$ cat config.mk
export PLATFORM = sky130hd
export DESIGN_NAME = instruction_fetch_unit
export DESIGN_NICKNAME = d
export VERILOG_FILES = /design/src/rtl/instruction_fetch_unit.sv
export SDC_FILE = /design/constraint.sdc
export NUM_CORES = 1
export LEC_CHECK = 0
export BUFFER_PORTS_ARGS = -buffer_cell sky130_fd_sc_hd__buf_2
export CORE_MARGIN = 4
export CORE_UTILIZATION = 33
export CTS_CLUSTER_SIZE = 16
export DETAILED_ROUTE_END_ITERATION = 12
export GPL_ROUTABILITY_DRIVEN = 0
export SLEW_MARGIN = 20
export SYNTH_ARGS = -nofsm -noshare
export SYNTH_HDL_FRONTEND = slang
export SYNTH_SLANG_ARGS = --single-unit
$ cat constraint.sdc
create_clock -name CLK -period 1.9 [get_ports CLK]
set_input_delay 0.19 -clock CLK [delete_from_list [all_inputs] [get_ports CLK]]
set_output_delay 0.19 -clock CLK [all_outputs]
set_load 0.02 [all_outputs]
$ cat src/rtl/instruction_fetch_unit.sv
// rtl/instruction_fetch_unit.sv - instruction fetch stage feeding the PC register
// Reads the word at PC over a ready handshake, latches IR and drives PC+2 or a redirect target.
module instruction_fetch_unit #(
  parameter int MEM_TIMEOUT = 16
) (
  input  logic        CLK,
  input  logic        Reset,
  input  logic [15:0] PC,
  input  logic        Start,
  input  logic        Redirect,
  input  logic [15:0] RedirectTarget,
  input  logic [15:0] MemData,
  input  logic        MemReady,
  output logic [15:0] MemAddr,
  output logic        MemRead,
  output logic [15:0] IR,
  output logic [15:0] PCIn,
  output logic        PCWrite,
  output logic        Done,
  output logic        RedirectAck,
  output logic        Busy,
  output logic        Fault
);

  typedef enum logic [1:0] {S_IDLE, S_WAIT, S_UPDATE, S_FAULT} state_t;

  localparam logic [7:0] TIMEOUT_LAST = 8'(MEM_TIMEOUT - 1);

  state_t      state, state_nxt;
  logic [7:0]  wait_cnt, wait_cnt_nxt;
  logic [15:0] mem_addr_nxt, ir_nxt, pc_in_nxt;
  logic        mem_read_nxt, pc_write_nxt, done_nxt, redirect_ack_nxt, busy_nxt, fault_nxt;

  always_ff @(posedge CLK) begin
    if (Reset) begin
      state       <= S_IDLE;
      wait_cnt    <= 8'd0;
      MemAddr     <= 16'h0000;
      MemRead     <= 1'b0;
      IR          <= 16'h0000;
      PCIn        <= 16'h0000;
      PCWrite     <= 1'b0;
      Done        <= 1'b0;
      RedirectAck <= 1'b0;
      Busy        <= 1'b0;
      Fault       <= 1'b0;
    end else begin
      state       <= state_nxt;
      wait_cnt    <= wait_cnt_nxt;
      MemAddr     <= mem_addr_nxt;
      MemRead     <= mem_read_nxt;
      IR          <= ir_nxt;
      PCIn        <= pc_in_nxt;
      PCWrite     <= pc_write_nxt;
      Done        <= done_nxt;
      RedirectAck <= redirect_ack_nxt;
      Busy        <= busy_nxt;
      Fault       <= fault_nxt;
    end
  end

  always_comb begin
    state_nxt = state;
    case (state)
      S_IDLE: begin
        if (!Redirect && Start) state_nxt = S_WAIT;
      end
      S_WAIT: begin
        if (Redirect)                      state_nxt = S_IDLE;
        else if (MemReady)                 state_nxt = S_UPDATE;
        else if (wait_cnt == TIMEOUT_LAST) state_nxt = S_FAULT;
      end
      S_UPDATE: state_nxt = S_IDLE;
      S_FAULT:  state_nxt = S_FAULT;
      default:  state_nxt = S_IDLE;
    endcase
  end

  // Next values of the registered outputs; pulses default low, the rest hold.
  always_comb begin
    wait_cnt_nxt     = wait_cnt;
    mem_addr_nxt     = MemAddr;
    mem_read_nxt     = MemRead;
    ir_nxt           = IR;
    pc_in_nxt        = PCIn;
    pc_write_nxt     = 1'b0;
    done_nxt         = 1'b0;
    redirect_ack_nxt = 1'b0;
    fault_nxt        = Fault;
    case (state)
      S_IDLE: begin
        if (Redirect) begin
          pc_in_nxt        = RedirectTarget;
          pc_write_nxt     = 1'b1;
          redirect_ack_nxt = 1'b1;
        end else if (Start) begin
          mem_addr_nxt = PC;
          mem_read_nxt = 1'b1;
          wait_cnt_nxt = 8'd0;
        end
      end
      S_WAIT: begin
        if (Redirect) begin
          // Abort drops any word returned in this same cycle.
          mem_read_nxt     = 1'b0;
          pc_in_nxt        = RedirectTarget;
          pc_write_nxt     = 1'b1;
          redirect_ack_nxt = 1'b1;
        end else if (MemReady) begin
          ir_nxt       = MemData;
          pc_in_nxt    = MemAddr + 16'd2;
          mem_read_nxt = 1'b0;
          pc_write_nxt = 1'b1;
          done_nxt     = 1'b1;
        end else if (wait_cnt == TIMEOUT_LAST) begin
          mem_read_nxt = 1'b0;
          fault_nxt    = 1'b1;
        end else begin
          wait_cnt_nxt = wait_cnt + 8'd1;
        end
      end
      S_FAULT: mem_read_nxt = 1'b0;
      default: ;
    endcase
    busy_nxt = (state_nxt != S_IDLE);
  end

endmodule

==> results.yml <==
critical_path:
  slowest_stage: "or4_1"
  critPathTopFamily: "simple AND/OR/NAND/NOR gates"
  critPathLaunchType: "flop"
  slowest_delay_ns: 0.54
  worstPathRequired_ns: 2.16
  cp-end-kind: "flop"
  crit_fanout: 13
  crit_chain: "nand2b_1, a21o_1, or4_1, a21oi_1"
  crit_arrival_ns: 2.00
  crit_buf_inv: 0
  crit_type: "reg -> reg"
clocking:
  cts_buffer_depth: 2
  postCtsSetupBuffers: 0
  cts_made_buffers: 9
  clock_sinks: 64
  clkTransAtPathRegs_ns: 0.07
  cts_resized: 0
  cts_htree_levels: 3
  clk_latency_ns: 0.34
  cts_hold_buffers: 0
  cts_root_buffer: "clkbuf_8"
  cts_tree: "done"
finish:
  layout_common_cells: "106 x buf_2, 84 x nand2_1, 64 x dfxtp_1, 48 x a21oi_1"
  finish.utilization_pct: 44.3
  layout_commonest_cell: "buf_2"
  layout.nets: 511
  areaGrowthSynthToFinish_pct: 30.5
  drive_above_1_share_pct: 30.6
  antenna_cells: 0
  design_area_um2: 3640
timing:
  worst_pin_slew_ns: 0.399
  tns_ns: 0
  finalSetupViolations: 0
  slew_violations: 0
  post-route-min-period_ns: 1.74
  fin_crit_sh_pct: 91.5
  fin_skew_ns: 0.00730
  maxSlewHeadroom_pct: 73.4
  rsz0062_at_grt: "false"
  hold_viol_final: 0
  max_freq_mhz: 575
  setup_slack_ns: 0.162
synth:
  synth-edff-count: 0
  synth_seq_cells: 64
  synth_mux_area_share_pct: 0.358
  synthAdderAreaFrac_pct: 0.896
  synth_xor_area_share_pct: 3.14
  synth_async_sr_flop_share_pct: 0
  yosysSeqAreaShare_pct: 45.9
  synthDistinctLibCells: 49
  syn-num-nets: 399
  yosysWarningCount: 0
  synthCells: 344
  synth_compound_area_share_pct: 18.8
  synth_ff_type: "dfxtp_1"
  yosys.area_share.simple_pct: 27.3
  synthesis.area_um2: 2790
  post_synth.cell_area_avg_um2: 8.12
  synth_top_family_by_area: "simple AND/OR/NAND/NOR gates"
floorplanning:
  die_h_um: 100
  die_area_um2: 10000
  num_rows: 33
  initial_core_util_pct: 34.0
  pin_count: 107
  fp.coreArea_um2: 8220
  die_w_um: 100
outcome:
  status: "finished, final reports clean"
placement:
  hpwl_um: 6260
  place_ws_ns: 0.174
  dpl_cell_area_um2: 3500
  port-buffer-count: 106
drt:
  wl_per_cell_um: 14.5
  via_per_inst: 5.10
  ant_nets: 0
  drt_pass1_iterations: 4
  drc: 0
  wirelength_um: 8150
  drt_iter0_markers: 98
  vias: 2870
global_route:
  grt_pass1_vias: 2728
  grt_pass1_wl_um: 13000
  track_usage_pct: 16.4
  grt_overflow: 0
  antenna_found_initial: 0
  grt_max_degree: 23
pwr:
  powerDensity_nw_per_um2: 748
  total_power_mw: 2.73
  leakage_nw: 1.54
  vdd_drop_max_mv: 0.512
run:
  cap_violations: 0
min_path:
  hold_class: "in -> reg"
-- cell families (layout without fill, tap and decap cells) --
logic type	count (synthesis)	count (layout)
adders and majority gates	2	2
muxes	1	1
DFF	64	64
and+or+nand+nor	155	155
xor gates and xnor gates	10	10
AOI/OAI and AO/OA	87	87
buffers and inverters	25	139
-- cells in the mapped netlist, drive strengths merged (2+ instances only) --
library cell | count | area share, %
buf | 8 | 1.4
a31oi | 4 | 0.90
o31ai | 4 | 1.1
or2 | 5 | 1.1
dfxtp | 64 | 46
a311oi | 2 | 0.63
xor2 | 4 | 1.3
o21ai | 8 | 1.4
a32oi | 2 | 0.63
a21oi | 48 | 8.6
a211o | 2 | 0.63
a21o | 2 | 0.54
nand4 | 6 | 1.3
clkbuf | 13 | 1.7
nand2 | 84 | 11
nand2b | 4 | 0.90
nand3 | 10 | 1.8
nor4 | 5 | 1.1
o22ai | 3 | 0.67
inv | 4 | 0.54
o31a | 2 | 0.63
or4 | 6 | 1.6
xnor2 | 6 | 1.9
or3 | 3 | 0.67
a22oi | 2 | 0.54
ha | 2 | 0.90
nor3 | 4 | 0.90
and4 | 4 | 1.3
nor3b | 2 | 0.72
nor2 | 16 | 2.2
-- per-layer routing --
| layer | share of wire [%] | track usage, % |
|---|---|---|
| met1 | 45 | 21.3 |
| met2 | 45 | 26.2 |
| met3 | 8.6 | 5.21 |
| met4 | 1.5 | 4.66 |
| met5 | 0 | 0 |
-- worst paths after layout --
check                           start                  endpoint  slack [ns]  cells past startpoint
setup / recovery  state[0]$_SDFF_PP0_  wait_cnt[5]$_SDFFE_PP0P_        0.16                      4
hold / removal             MemData[6]        IR[6]$_SDFFE_PP0P_        0.09                      3
setup reg to reg  state[0]$_SDFF_PP0_  wait_cnt[5]$_SDFFE_PP0P_        0.16                      4
hold reg to reg    IR[8]$_SDFFE_PP0P_        IR[8]$_SDFFE_PP0P_        0.45                      2
-- worst register-to-register path: cells and delay by family (launching register included) --
family           cells  cell delay [ns]
AND/OR/NAND/NOR      2             0.66
flip-flops           1             0.53
AO/OA/AOI/OAI        2             0.48
-- registers in the layout, summed over array words and instances (netlist names) --
register,count
IR,16
MemAddr,16
PCIn,16
wait_cnt,8
state,2
Busy,1
Done,1
Fault,1
MemRead,1
PCWrite,1
RedirectAck,1
-- stage by stage --
stage / hold WS, ns / cells
after floorplan: 0.326 / 344
after global placement: 0.434 / 550
after detailed placement: 0.436 / 550
after CTS: 0.0710 / 563
after global routing: 0.0797 / 563
final: 0.0867 / 563
-- area by class of cell --
cell class,instances,area [um2]
Clock buffer,11,131
Clock inverter,2,10.0
Fill cell,847,4570
Inverter,4,15.0
Multi-Input combinational cell,255,1420
Sequential cell,64,1280
Tap cell,105,131
Timing Repair Buffer,122,651
-- report_power, final --
| group | total, mW | leakage [nW] | internal, mW | switching, mW |
|---|---|---|---|---|
| clock network | 0.918 | 0.0749 | 0.447 | 0.471 |
| logic | 0.372 | 0.946 | 0.151 | 0.221 |
| registers | 1.44 | 0.522 | 1.39 | 0.0426 |
| total | 2.73 | 1.54 | 1.99 | 0.734 |
No activity file was read; power rests on OpenSTA's default activity.
